===== src/rtl/hkspi_passthru_ctrl_if.sv =====
// Housekeeping SPI / flash pass-thru pin bundle for hkspi_passthru_ctrl.
// HKSPI_USER_PASSTHRU_EN adds the user-flash pin group.
`timescale 1ns/1ps
interface hkspi_passthru_ctrl_if;
  logic       hk_sck;
  logic       hk_csb;
  logic       hk_sdi;
  logic       sdo;
  logic       sdo_oe;
  logic       pt_flash_csb;
  logic       pt_flash_clk;
  logic       pt_flash_io0;
  logic       flash_io1;
  logic       pt_sel;
  logic       pt_cpu_reset;
  logic       cmd_valid;
  logic [7:0] cmd_byte;
  logic [7:0] pt_byte_count;
`ifdef HKSPI_USER_PASSTHRU_EN
  logic       user_flash_csb;
  logic       user_flash_clk;
  logic       user_flash_io0;
  logic       user_flash_io1;
`endif

  modport slave (
    input  hk_sck, hk_csb, hk_sdi, flash_io1,
`ifdef HKSPI_USER_PASSTHRU_EN
    input  user_flash_io1,
    output user_flash_csb, user_flash_clk, user_flash_io0,
`endif
    output sdo, sdo_oe, pt_flash_csb, pt_flash_clk, pt_flash_io0,
    output pt_sel, pt_cpu_reset, cmd_valid, cmd_byte, pt_byte_count
  );

  modport master (
    output hk_sck, hk_csb, hk_sdi, flash_io1,
`ifdef HKSPI_USER_PASSTHRU_EN
    output user_flash_io1,
    input  user_flash_csb, user_flash_clk, user_flash_io0,
`endif
    input  sdo, sdo_oe, pt_flash_csb, pt_flash_clk, pt_flash_io0,
    input  pt_sel, pt_cpu_reset, cmd_valid, cmd_byte, pt_byte_count
  );
endinterface


===== src/rtl/hkspi_passthru_ctrl.sv =====
// Housekeeping SPI command decoder with management-flash pass-thru (command 0xC4).
// Optional HKSPI_USER_PASSTHRU_EN: command 0xC2 passes through to the user-flash pins.
`timescale 1ns/1ps
module hkspi_passthru_ctrl (
  input  logic                  clock,
  input  logic                  reset,
  hkspi_passthru_ctrl_if.slave  bus
);
  typedef enum logic [1:0] {IDLE, CMD, PASS, IGNORE} state_t;

  state_t     state;
  logic       sck_m, sck_s, sck_d;
  logic       csb_m, csb_s;
  logic       sdi_m, sdi_s;
  logic       sck_rise;
  logic [1:0] fill;
  logic       armed;
  logic [2:0] bit_cnt;
  logic [6:0] shreg;
  logic [7:0] rx_byte;
  logic       clk_ok;
  logic       fwd_csb, fwd_clk, fwd_io0;
  logic       pt_sel, pt_cpu_reset, cmd_valid;
  logic [7:0] cmd_byte, pt_byte_count;
  logic       user_sel;
  logic       ret_io1;
  logic       in_pass;

  always_ff @(posedge clock or posedge reset) begin
    if (reset) begin
      sck_m <= 1'b0; sck_s <= 1'b0; sck_d <= 1'b0;
      csb_m <= 1'b1; csb_s <= 1'b1;
      sdi_m <= 1'b0; sdi_s <= 1'b0;
    end else begin
      sck_m <= bus.hk_sck; sck_s <= sck_m; sck_d <= sck_s;
      csb_m <= bus.hk_csb; csb_s <= csb_m;
      sdi_m <= bus.hk_sdi; sdi_s <= sdi_m;
    end
  end

  assign sck_rise = sck_s & ~sck_d;
  assign rx_byte  = {shreg, sdi_s};

  // fill/armed: CSB only counts as seen high once the synchroniser holds real pin samples,
  // not its reset preset, so a transaction cut by reset cannot resume.
  // clk_ok blocks the command byte's still-high SCK from appearing as a forwarded edge.
  always_ff @(posedge clock or posedge reset) begin
    if (reset) begin
      state         <= IDLE;
      fill          <= '0;
      armed         <= 1'b0;
      bit_cnt       <= '0;
      shreg         <= '0;
      clk_ok        <= 1'b0;
      fwd_csb       <= 1'b1;
      fwd_clk       <= 1'b0;
      fwd_io0       <= 1'b0;
      pt_sel        <= 1'b0;
      pt_cpu_reset  <= 1'b0;
      cmd_valid     <= 1'b0;
      cmd_byte      <= '0;
      pt_byte_count <= '0;
`ifdef HKSPI_USER_PASSTHRU_EN
      user_sel      <= 1'b0;
`endif
    end else begin
      cmd_valid <= 1'b0;
      if (fill != 2'd2) fill <= fill + 2'd1;
      else if (csb_s)   armed <= 1'b1;

      if (csb_s) begin
        state        <= IDLE;
        fwd_csb      <= 1'b1;
        fwd_clk      <= 1'b0;
        fwd_io0      <= 1'b0;
        pt_sel       <= 1'b0;
        pt_cpu_reset <= 1'b0;
`ifdef HKSPI_USER_PASSTHRU_EN
        user_sel     <= 1'b0;
`endif
      end else begin
        case (state)
          IDLE: if (armed) begin
            state         <= CMD;
            bit_cnt       <= '0;
            pt_byte_count <= '0;
          end
          CMD: if (sck_rise) begin
            shreg   <= rx_byte[6:0];
            bit_cnt <= bit_cnt + 3'd1;
            if (bit_cnt == 3'd7) begin
              if (rx_byte == 8'hC4) begin
                state        <= PASS;
                clk_ok       <= 1'b0;
                fwd_csb      <= 1'b0;
                pt_sel       <= 1'b1;
                pt_cpu_reset <= 1'b1;
              end
`ifdef HKSPI_USER_PASSTHRU_EN
              else if (rx_byte == 8'hC2) begin
                state    <= PASS;
                clk_ok   <= 1'b0;
                fwd_csb  <= 1'b0;
                user_sel <= 1'b1;
              end
`endif
              else begin
                state     <= IGNORE;
                cmd_valid <= 1'b1;
                cmd_byte  <= rx_byte;
              end
            end
          end
          PASS: begin
            if (!sck_s) clk_ok <= 1'b1;
            fwd_clk <= sck_s & clk_ok;
            fwd_io0 <= sdi_s;
            if (sck_rise) begin
              bit_cnt <= bit_cnt + 3'd1;
              if (bit_cnt == 3'd7 && pt_byte_count != 8'hFF)
                pt_byte_count <= pt_byte_count + 8'd1;
            end
          end
          IGNORE: ;
          default: state <= IDLE;
        endcase
      end
    end
  end

`ifdef HKSPI_USER_PASSTHRU_EN
  assign ret_io1            = user_sel ? bus.user_flash_io1 : bus.flash_io1;
  assign bus.user_flash_csb = user_sel ? fwd_csb : 1'b1;
  assign bus.user_flash_clk = user_sel & fwd_clk;
  assign bus.user_flash_io0 = user_sel & fwd_io0;
`else
  assign user_sel = 1'b0;
  assign ret_io1  = bus.flash_io1;
`endif

  assign in_pass           = (state == PASS);
  assign bus.sdo           = in_pass & ret_io1;
  assign bus.sdo_oe        = in_pass;
  assign bus.pt_flash_csb  = user_sel | fwd_csb;
  assign bus.pt_flash_clk  = ~user_sel & fwd_clk;
  assign bus.pt_flash_io0  = ~user_sel & fwd_io0;
  assign bus.pt_sel        = pt_sel;
  assign bus.pt_cpu_reset  = pt_cpu_reset;
  assign bus.cmd_valid     = cmd_valid;
  assign bus.cmd_byte      = cmd_byte;
  assign bus.pt_byte_count = pt_byte_count;
endmodule


===== src/flat_wrapper.sv =====
// flat-port wrapper written by rule: the top's interface ports become plain ports
module hkspi_passthru_ctrl_flat 
  (clock, reset, bus_hk_sck, bus_hk_csb, bus_hk_sdi, bus_flash_io1, bus_sdo, bus_sdo_oe, bus_pt_flash_csb, bus_pt_flash_clk, bus_pt_flash_io0, bus_pt_sel, bus_pt_cpu_reset, bus_cmd_valid, bus_cmd_byte, bus_pt_byte_count);
  hkspi_passthru_ctrl_if bus_i ();
  input  logic clock;
  input  logic reset;
  input wire logic [$bits(bus_i.hk_sck)-1:0] bus_hk_sck;
  input wire logic [$bits(bus_i.hk_csb)-1:0] bus_hk_csb;
  input wire logic [$bits(bus_i.hk_sdi)-1:0] bus_hk_sdi;
  input wire logic [$bits(bus_i.flash_io1)-1:0] bus_flash_io1;
  output wire logic [$bits(bus_i.sdo)-1:0] bus_sdo;
  output wire logic [$bits(bus_i.sdo_oe)-1:0] bus_sdo_oe;
  output wire logic [$bits(bus_i.pt_flash_csb)-1:0] bus_pt_flash_csb;
  output wire logic [$bits(bus_i.pt_flash_clk)-1:0] bus_pt_flash_clk;
  output wire logic [$bits(bus_i.pt_flash_io0)-1:0] bus_pt_flash_io0;
  output wire logic [$bits(bus_i.pt_sel)-1:0] bus_pt_sel;
  output wire logic [$bits(bus_i.pt_cpu_reset)-1:0] bus_pt_cpu_reset;
  output wire logic [$bits(bus_i.cmd_valid)-1:0] bus_cmd_valid;
  output wire logic [$bits(bus_i.cmd_byte)-1:0] bus_cmd_byte;
  output wire logic [$bits(bus_i.pt_byte_count)-1:0] bus_pt_byte_count;
  assign bus_i.hk_sck = bus_hk_sck;
  assign bus_i.hk_csb = bus_hk_csb;
  assign bus_i.hk_sdi = bus_hk_sdi;
  assign bus_i.flash_io1 = bus_flash_io1;
  assign bus_sdo = bus_i.sdo;
  assign bus_sdo_oe = bus_i.sdo_oe;
  assign bus_pt_flash_csb = bus_i.pt_flash_csb;
  assign bus_pt_flash_clk = bus_i.pt_flash_clk;
  assign bus_pt_flash_io0 = bus_i.pt_flash_io0;
  assign bus_pt_sel = bus_i.pt_sel;
  assign bus_pt_cpu_reset = bus_i.pt_cpu_reset;
  assign bus_cmd_valid = bus_i.cmd_valid;
  assign bus_cmd_byte = bus_i.cmd_byte;
  assign bus_pt_byte_count = bus_i.pt_byte_count;
  hkspi_passthru_ctrl u_core (.clock(clock), .reset(reset), .bus(bus_i));
endmodule

===== config.mk =====
export PLATFORM = sky130hd
export DESIGN_NAME = hkspi_passthru_ctrl_flat
export DESIGN_NICKNAME = d
export VERILOG_FILES = /design/src/rtl/hkspi_passthru_ctrl_if.sv /design/src/rtl/hkspi_passthru_ctrl.sv /design/src/flat_wrapper.sv
export SDC_FILE = /design/constraint.sdc
export NUM_CORES = 1
export LEC_CHECK = 0
export ABC_AREA = 0
export BUFFER_PORTS_ARGS = -buffer_cell sky130_fd_sc_hd__buf_4
export CORE_ASPECT_RATIO = 1.5
export CORE_MARGIN = 2
export CORE_UTILIZATION = 56
export DETAILED_ROUTE_END_ITERATION = 10
export PLACE_DENSITY = 0.88
export SYNTH_ARGS = -nofsm -noshare
export SYNTH_HDL_FRONTEND = slang
export SYNTH_SLANG_ARGS = --single-unit

===== constraint.sdc =====
create_clock -name clock -period 2.5 [get_ports clock]
set_input_delay 0.375 -clock clock [delete_from_list [all_inputs] [get_ports clock]]
set_output_delay 0.375 -clock clock [all_outputs]
set_load 0.01 [all_outputs]

==> out/metrics.csv, run 1 <==
stage,metric,value,unit
pwr,P_sw,0.000339,W
timing,Tmin final,1960,ps
floorplan,die area,0.00405,sq mm
global_route,first-pass GRT wire length,7030,um
routing,wire per inst,17.6,um
synthesis,Yosys warning count,0,
routing,Vias/cell,5.92,
critical_path,Critical Path Source Type,flop,
placed_design,GPL Wtd Cong,0.848,
cts,setup bufs post-CTS,0,
critical_path,Crit. End Element,flop,
global_route,largest net degree at the start of global routing,45,
cts,hold_buf cts,0,
cts,CTS Root Cell,clkbuf_8,
routing,Detailed Route WL,4210,um
cts,TritonCTS clock tree,yes,
floorplan,core area,0.00342,sq mm
synthesis,ys flop type,dfrtp_1,
cts,Post-CTS Resized,0,
synthesis,Simple-Gate Fraction of Synth Area,0.128,
synthesis,"Async S/R FF share, synth",1.00,
synthesis,Post-Synth XOR/XNOR Area,0.00441,
pwr,Pwr Density,583,mW/mm^2
critical_path,CP max FO,6,
pwr,Internal Power,0.00102,W
synthesis,Post-Syn Nets,176,
routing,Routed Antenna Nets,0,
synthesis,synth top area cells,"dfrtp_1 (52%), mux2_4 (5.3%), mux2_2 (4.5%)",
floorplan,I/O Pins,30,
layout,antenna cells,0,
timing,final hold violation count,0,
global_route,gr ovfl total,0,
cts,clock sinks,44,
routing,DR DRC count,0,
layout,"most common cell after layout, fill and taps aside",dfrtp_1,
synthesis,post-synthesis sequential area ratio,0.556,
pwr,Reg power frac,0.593,
synthesis,largest area contributor in the netlist,dfrtp_1,
pwr,Net Sw Frac,0.249,
pwr,leak pwr,1.08,nW
synthesis,Post-Synth Adder-Cell Area,0.0441,
placed_design,Port Buffer Count,29,
pwr,maximum vdd drop,0.000494,V
floorplan,initial cell density of the core,0.582,
hold_path,Hold/Removal Path Class,input pin to flop,
global_route,total track usage,0.237,
timing,smallest hold slack,184,ps
timing,Slew Limit Headroom,0.624,
synthesis,top-area cell type share of the netlist area,0.516,
timing,final setup violation count,0,
layout,Final Util,0.683,
global_route,met3 track demand over resource,0.0467,
layout,area grow syn2layout,17.3,%
synthesis,mux cell area share after synthesis,0.103,
cts,CTS Buf Count,5,
timing,Fin Clk Skew,9.55,ps
cts,maximum clock insertion buffer count,2,
cts,Clock transition at path regs,80,ps
layout,Nets,209,
timing,post-route clock period utilization,0.785,
synthesis,largest family of logic cells by synthesized area,compound AO/OA/AOI/OAI gates,
synthesis,cells after synthesis,163,
global_route,met2 Usage GRT,0.414,
synthesis,Post-Syn Area,0.00199,sq mm
critical_path,CP arrival,2110,ps
synthesis,synth unique cells,45,
cts,worst-skew pair later-pin latency,290,ps
synthesis,number of enable flip-flop cells after synthesis,0,
floorplan,die extent in y,77.0,um
timing,max-slew violations,0,
global_route,initial antenna violation count,0,
synthesis,Synth Area in Compound Gates,0.132,
pwr,Clock Power Share,0.313,
run_status,status,"complete, no violations",
timing,RSZ-0062 raised after global routing,no,
cts,# H-tree levels,2,
placed_design,HPWL after DPL,3020,um
routing,via count,1414,
floorplan,Site Rows,26,
timing,Slew @ Worst Pin,562,ps
global_route,met1 Usage GRT,0.269,
synthesis,Seq cells post-synth,44,
critical_path,WS Path Type,flop to flop,
routing,Pre-antenna DRT Iters,4,
timing,Setup TNS,0,ps
floorplan,Die Width,52.7,um
layout,share of cells above drive strength 1,0.315,
global_route,vias in the first global route,1502,
timing,Fmax achieved,510,MHz
global_route,layer with the highest usage,met2,
critical_path,Worst Path Required,2650,ps
layout,most frequent cells in the layout,"dfrtp_1 (41), buf_4 (31), inv_1 (11), a21oi_1 (11), mux2_2 (8)",
routing,DRT iter0 DRCs,83,
run,Max Cap Viol,0,
synthesis,syn avg cell area,12.2,sq um
pwr,combinational share of power,0.094,
[power groups by stage]
| stage | registers, W | clock network [W] | logic (W) |
|---|---|---|---|
| floorplan | 0.000803 | 0 | 0.000100 |
| global placement | 0.000814 | 0 | 0.000119 |
| detailed placement | 0.000819 | 0 | 0.000128 |
| CTS | 0.000807 | 0.000435 | 0.000131 |
| global route | 0.000813 | 0.000462 | 0.000144 |
| finish | 0.000806 | 0.000425 | 0.000128 |
[state kept, by name (all words and copies together), names as in the netlist, 2 cells and up]
signal                    flops
u_core.shreg                  7
u_core.bus.pt_byte_count      8
u_core.bit_cnt                3
u_core.bus.cmd_byte           8
u_core.state                  2
u_core.fill                   2
[logic make-up after synthesis]
group / count (synthesis)
xor+xnor: 1
flops: 44
mux: 16
fa+ha+maj: 7
simple gates: 41
buf+inv: 16
compound gates: 38
[path summary, 6_finish.rpt]
kind	from	to	slack, ps	cells after the start
hold / removal	bus_hk_sck	u_core.sck_m$_DFF_PP0_	180	1
max in group asynchronous	reset	u_core.shreg[1]$_DFFE_PP0P_	1890	3
setup / recovery	u_core.bit_cnt[0]$_DFFE_PP0P_	u_core.bus.pt_byte_count[0]$_DFFE_PP0P_	540	6
setup reg to reg	u_core.bit_cnt[0]$_DFFE_PP0P_	u_core.bus.pt_byte_count[0]$_DFFE_PP0P_	540	6
hold reg to reg	u_core.sck_m$_DFF_PP0_	u_core.sck_s$_DFF_PP0_	350	0
min in group asynchronous	reset	u_core.fill[0]$_DFFE_PP0P_	220	3
[final cells by class]
cell class | count | area (sq um)
timing repair buffer | 31 | 233
clock inverter | 1 | 5.00
inverter | 11 | 41.3
multi-input combinational | 103 | 820
clock buffer | 7 | 76.3
tap | 42 | 52.6
fill | 262 | 1080
sequential | 44 | 1100
[cells in the mapped netlist (all sizes together), types with 2 or more instances]
cell and count:
o21ai 6, ha 7, nor2 7, nor4 4
nor3 2, a21boi 2, nand4 3, a21o 3
a211oi 2, dfstp 3, a22o 2, and2 2
o41a 2, nand2 6, dfrtp 41, inv 11
nand3 6, nand2b 3, a21oi 11, clkbuf 4
nand3b 2, mux2 15
[per-layer routing]
layer | part of all wire | routed length [um] | up-vias
li1 | - | - | 654
met1 | 0.38 | 1600 | 698
met4 | 0.023 | 95 | 0
met2 | 0.56 | 2340 | 54
met3 | 0.041 | 171 | 8
met5 | 0 | 0 | -
[metrics by stage]
stage / cell area, sq um / setup WS, ps / cells / total power [W]
floorplan: 1990 / 693 / 163 / 0.000904
global route: 2330 / 403 / 239 / 0.00142
CTS: 2330 / 534 / 239 / 0.00137
finish: 2330 / 538 / 239 / 0.00136
global placement: 2250 / 645 / 231 / 0.000934
detailed placement: 2250 / 586 / 231 / 0.000947
[critical path, cell delays in order (launching register included)]
cell and delay, ps:
dfrtp_1 360, ha_1 150, ha_1 160, and3b_1 280, o21ai_0 250, a21oi_1 460
o21ai_0 170
No activity file was read; power rests on OpenSTA's default activity.
==> run 2: changes to the inputs <==
- clock period: 2.5 -> 1.88 ns (I/O delays scaled with it)
==> run 2 against run 1 <==
The flow now finishes with violations (negative setup slack). Worst hold slack worse by 100 ps. Via count grew 4.9%. Die area is the same. Clock-buffer cell count down 1. Register-to-register slack worse by 550 ps. Flip-flop and latch count did not move. Fmax is 3.6% higher. Sequential share of layout area fell by 3.0 points. Largest power group unchanged.
==> out/metrics.csv, run 2 (synthesis results as in run 1) <==
stage,metric,value,unit
layout,most frequent cells in the layout,"buf_4 (42), dfrtp_1 (41), inv_1 (11), a21oi_1 (11), mux2_2 (8)",
critical_path,Worst Path Required,2070,ps
pwr,maximum vdd drop,0.000767,V
global_route,vias in the first global route,1537,
cts,# H-tree levels,2,
routing,wire per inst,17.1,um
pwr,Clock Power Share,0.370,
critical_path,CP cell instances,"ha_2, ha_4, and3b_2, nand3b_1, nor2_2, mux2_4",
critical_path,Crit. End Element,flop,
cts,Clock transition at path regs,80,ps
routing,Vias/cell,5.91,
pwr,Net Sw Frac,0.234,
global_route,total track usage,0.231,
placed_design,Port Buffer Count,29,
layout,antenna cells,0,
critical_path,Bufs and invs on worst path,0,
critical_path,CP max FO,5,
pwr,Pwr Density,818,mW/mm^2
critical_path,"slowest stage delay, CP",380,ps
critical_path,instance count on the critical path,6,
timing,RSZ-0062 raised after global routing,yes,
layout,Top Registers,"u_core.bus.cmd_byte x8, u_core.bus.pt_byte_count x8, u_core.shreg x7",
critical_path,WS Path Type,flop to flop,
floorplan,initial cell density of the core,0.582,
pwr,leak pwr,1.16,nW
floorplan,Site Rows,26,
cts,clock sinks,44,
layout,"most common cell after layout, fill and taps aside",buf_4,
run_status,failing checks,negative setup slack,
cts,CTS Buf Count,5,
cts,maximum clock insertion buffer count,2,
routing,via count,1483,
routing,DRT iter0 DRCs,45,
timing,Fmax achieved,528,MHz
pwr,Reg power frac,0.527,
timing,Slew @ Worst Pin,536,ps
timing,final hold violation count,0,
timing,post-route clock period utilization,1.01,
placed_design,HPWL after DPL,3010,um
critical_path,CP arrival,2080,ps
critical_path,Worst R2R Path Depth,6,
floorplan,core area,0.00342,sq mm
global_route,largest net degree at the start of global routing,45,
floorplan,die extent in y,77.0,um
placed_design,Post-DP Area,0.00230,sq mm
timing,max-slew violations,0,
cts,worst-skew pair later-pin latency,300,ps
pwr,combinational share of power,0.103,
timing,final setup violation count,7,
timing,Slew Limit Headroom,0.642,
run,Max Cap Viol,0,
global_route,gr ovfl total,0,
critical_path,slowest cell on the critical path,dfrtp_1,
critical_path,family with the most delay on the worst path,simple AND/OR/NAND/NOR gates,
routing,Routed Antenna Nets,0,
hold_path,Hold Path Depth,1,
layout,Final Instance Area,0.00249,sq mm
layout,Nets,221,
placed_design,GPL Wtd Cong,0.833,
routing,Pre-antenna DRT Iters,4,
layout,share of cells above drive strength 1,0.392,
floorplan,Die Width,52.7,um
timing,smallest hold slack,82.9,ps
cts,CTS Root Cell,clkbuf_8,
floorplan,I/O Pins,30,
cts,hold_buf cts,0,
critical_path,Critical Path Source Type,flop,
global_route,initial antenna violation count,0,
routing,Detailed Route WL,4290,um
cts,TritonCTS clock tree,yes,
floorplan,die area,0.00405,sq mm
pwr,P_sw,0.000477,W
routing,DR DRC count,0,
timing,worst setup margin,-13.6,ps
pwr,Tot Pwr,0.00204,W
hold_path,Hold/Removal Path Class,input pin to flop,
timing,Fin Clk Skew,4.89,ps
timing,Tmin final,1890,ps
pwr,Internal Power,0.00156,W
run_status,status,"complete, but fails checks",
layout,area grow syn2layout,25.2,%
global_route,first-pass GRT wire length,6870,um
run 2: layer usage:
metal | GRT usage | up-vias | part of all wire
li1 | - | 677 | -
met1 | 0.252 | 738 | 0.38
met2 | 0.405 | 56 | 0.55
met3 | 0.0564 | 12 | 0.044
met4 | 0.105 | 0 | 0.026
met5 | 0 | - | 0
run 2: cell type report:
class / count / area, sq um
clock buffers: 6 / 82.6
repair buffers: 42 / 315
clock inverters: 2 / 38.8
flip-flops and latches: 44 / 1100
fillers: 233 / 927
multi-input cells: 104 / 853
inverters: 11 / 41.3
well taps: 42 / 52.6
run 2: power groups by stage:
stage               Clock, W  Sequential, W  Combinational, W
floorplan                  0        0.00107          0.000133
detailed placement         0        0.00109          0.000182
finish              0.000754        0.00107          0.000209
global route        0.000820        0.00108          0.000230
CTS                 0.000771        0.00107          0.000182
global placement           0        0.00108          0.000172
run 2: worst paths after layout:
path                                                     from                                   to  slack, ps
worst max-delay path            u_core.bit_cnt[0]$_DFFE_PP0P_   u_core.bus.cmd_byte[4]$_DFFE_PP0P_        -10
worst min-delay path                               bus_hk_sdi               u_core.sdi_m$_DFF_PP0_         80
worst max register to register  u_core.bit_cnt[0]$_DFFE_PP0P_   u_core.bus.cmd_byte[4]$_DFFE_PP0P_        -10
worst min register to register         u_core.sdi_m$_DFF_PP0_               u_core.sdi_s$_DFF_PP0_        360
max in group asynchronous                               reset  u_core.bus.pt_flash_csb$_DFFE_PP1P_       1390
min in group asynchronous                               reset               u_core.sdi_s$_DFF_PP0_        110
run 2: worst register-to-register path, cell delays in order (launching register included):
cell	delay, ps
dfrtp_1	380
ha_2	220
ha_4	140
and3b_2	230
nand3b_1	200
nor2_2	300
mux2_4	330
run 2: timing repair:
item / 4_1_cts / 5_1_grt
pin swaps: 0 / 5
gates resized for setup: 1 / 7
setup buffers: 2 / 2
setup endpoints to repair: 7 / 19
cloned: 1 / 0
run 2: metrics by stage:
| stage | instances | util | setup slack, ps | setup TNS [ps] |
|---|---|---|---|---|
| floorplan | 163 | - | 73.4 | 0 |
| global placement | 238 | 0.674 | 57.8 | 0 |
| detailed placement | 238 | 0.674 | -13.1 | -20.6 |
| CTS | 249 | 0.716 | 26.1 | 0 |
| global route | 251 | 0.729 | -47.0 | -288 |
| finish | 251 | 0.729 | -13.6 | -61.9 |
==> run 3: changes to the inputs <==
- REMOVE_ABC_BUFFERS: not set -> 1
==> run 3 against run 2 <==
The flow now finishes without violations. Register-to-register slack improved by 50 ps. Sequential power about the same. Final area decreased by 1.1%. Highest routed layer unchanged.
==> out/metrics.csv, run 3 (synthesis results as in run 1) <==
stage,metric,value,unit
run_status,status,"complete, no violations",
floorplan,initial cell density of the core,0.582,
global_route,gr ovfl total,0,
pwr,Internal Power,0.00151,W
floorplan,Die Width,52.7,um
cts,# H-tree levels,2,
layout,Top Registers,"u_core.bus.cmd_byte x8, u_core.bus.pt_byte_count x8, u_core.shreg x7",
critical_path,"slowest stage delay, CP",530,ps
timing,final setup violation count,0,
critical_path,CP arrival,2030,ps
routing,DR DRC count,0,
routing,Pre-antenna DRT Iters,4,
floorplan,I/O Pins,30,
routing,Routed Antenna Nets,0,
pwr,P_sw,0.000465,W
timing,Slew Limit Headroom,0.640,
layout,share of cells above drive strength 1,0.370,
timing,max-slew violations,0,
placed_design,Port Buffer Count,29,
routing,DRT iter0 DRCs,70,
hold_path,Hold/Removal Path Class,input pin to flop,
pwr,maximum vdd drop,0.000780,V
layout,Nets,220,
critical_path,Worst Path Required,2060,ps
timing,RSZ-0062 raised after global routing,yes,
critical_path,WS Path Type,flop to flop,
floorplan,die area,0.00405,sq mm
pwr,Reg power frac,0.541,
floorplan,die extent in y,77.0,um
run,Max Cap Viol,0,
timing,smallest hold slack,86.5,ps
timing,post-route clock period utilization,0.982,
pwr,Clock Power Share,0.360,
pwr,combinational share of power,0.099,
critical_path,Critical Path Source Type,flop,
cts,TritonCTS clock tree,yes,
layout,Filler cells,243,
timing,Fin Clk Skew,11.6,ps
cts,CTS Root Cell,clkbuf_8,
critical_path,CP cell instances,"or4b_4, nor4_4, nor2_4, buf_12, mux2_4",
critical_path,slowest cell on the critical path,or4b_4,
routing,wire per inst,16.7,um
pwr,Tot Pwr,0.00197,W
global_route,vias in the first global route,1500,
global_route,first-pass GRT wire length,6780,um
timing,Slew @ Worst Pin,540,ps
routing,via count,1449,
layout,antenna cells,0,
global_route,total track usage,0.225,
global_route,largest net degree at the start of global routing,45,
floorplan,core area,0.00342,sq mm
placed_design,HPWL after DPL,2940,um
layout,area grow syn2layout,23.9,%
placed_design,GPL Wtd Cong,0.834,
cts,worst-skew pair later-pin latency,300,ps
pwr,Pwr Density,801,mW/mm^2
layout,most frequent cells in the layout,"buf_4 (41), dfrtp_1 (41), inv_1 (11), a21oi_1 (11), mux2_2 (8)",
cts,Clock transition at path regs,80,ps
timing,final hold violation count,0,
global_route,initial antenna violation count,0,
critical_path,CP max FO,8,
timing,Tmin final,1850,ps
critical_path,Crit. End Element,flop,
floorplan,Site Rows,26,
pwr,Net Sw Frac,0.236,
cts,CTS Buf Count,5,
pwr,leak pwr,1.16,nW
timing,Fmax achieved,542,MHz
routing,Detailed Route WL,4180,um
cts,maximum clock insertion buffer count,2,
routing,Vias/cell,5.80,
cts,clock sinks,44,
-- run 3: routing by layer --
layer  vias to the layer above  share of wire  GRT usage
met4                         0          0.027      0.105
met5                         -              0          0
met1                       713           0.39      0.264
li1                        675              -          -
met3                        13          0.039     0.0370
met2                        48           0.54      0.386
-- run 3: stage by stage --
step	setup WS, ps	std cells	setup TNS (ps)	instance area (sq um)	utilization
final	34.0	250	0	2460	0.721
after global routing	-42.9	250	-239	2460	0.721
after detailed placement	9.07	237	0	2300	0.672
after global placement	70.4	237	0	2300	0.672
after CTS	29.8	247	0	2430	0.712
after floorplan	73.4	158	0	1970	-
-- run 3: worst paths after layout --
| kind | startpoint | endpoint | slack, ps | depth (start not counted) |
|---|---|---|---|---|
| max reg2reg | u_core.shreg[0]$_DFFE_PP0P_ | u_core.bus.cmd_byte[4]$_DFFE_PP0P_ | 30 | 5 |
| max in group asynchronous | reset | u_core.sck_s$_DFF_PP0_ | 1380 | 3 |
| min reg2reg | u_core.sck_m$_DFF_PP0_ | u_core.sck_s$_DFF_PP0_ | 350 | 0 |
| min in group asynchronous | reset | u_core.sdi_m$_DFF_PP0_ | 120 | 3 |
| max | u_core.shreg[0]$_DFFE_PP0P_ | u_core.bus.cmd_byte[4]$_DFFE_PP0P_ | 30 | 5 |
| min | bus_hk_csb | u_core.csb_m$_DFF_PP1_ | 90 | 1 |
-- run 3: timing repair --
| action | 4_1_cts | 5_1_grt |
|---|---|---|
| hold buffers | 0 | 0 |
| endpoints found under the hold margin | 0 | 0 |
| setup buffers | 2 | 3 |
| pin swaps | 2 | 1 |
| setup endpoints to repair | 5 | 14 |
| resized for setup | 0 | 5 |
-- run 3: final cells by class --
cell class	count	area (sq um)	area share
multi-input cells	103	828	0.336
flip-flops and latches	44	1100	0.449
inverters	11	41.3	0.0168
repair buffers	42	328	0.133
clock inverters	2	35.0	0.0142
well taps	42	52.6	0.0213
clock buffers	6	72.6	0.0295
-- run 3: power groups by stage --
stage | logic [W] | clock network [W] | registers, W
floorplan | 0.000130 | 0 | 0.00107
global route | 0.000216 | 0.000760 | 0.00107
detailed placement | 0.000177 | 0 | 0.00109
finish | 0.000195 | 0.000711 | 0.00107
CTS | 0.000179 | 0.000722 | 0.00107
global placement | 0.000168 | 0 | 0.00108
-- run 3: critical path: cells and delay by family (launching register included) --
kind	cells	cell delay [ps]
flops	1	410
mux	1	290
buf+inv	1	150
simple gates	3	870
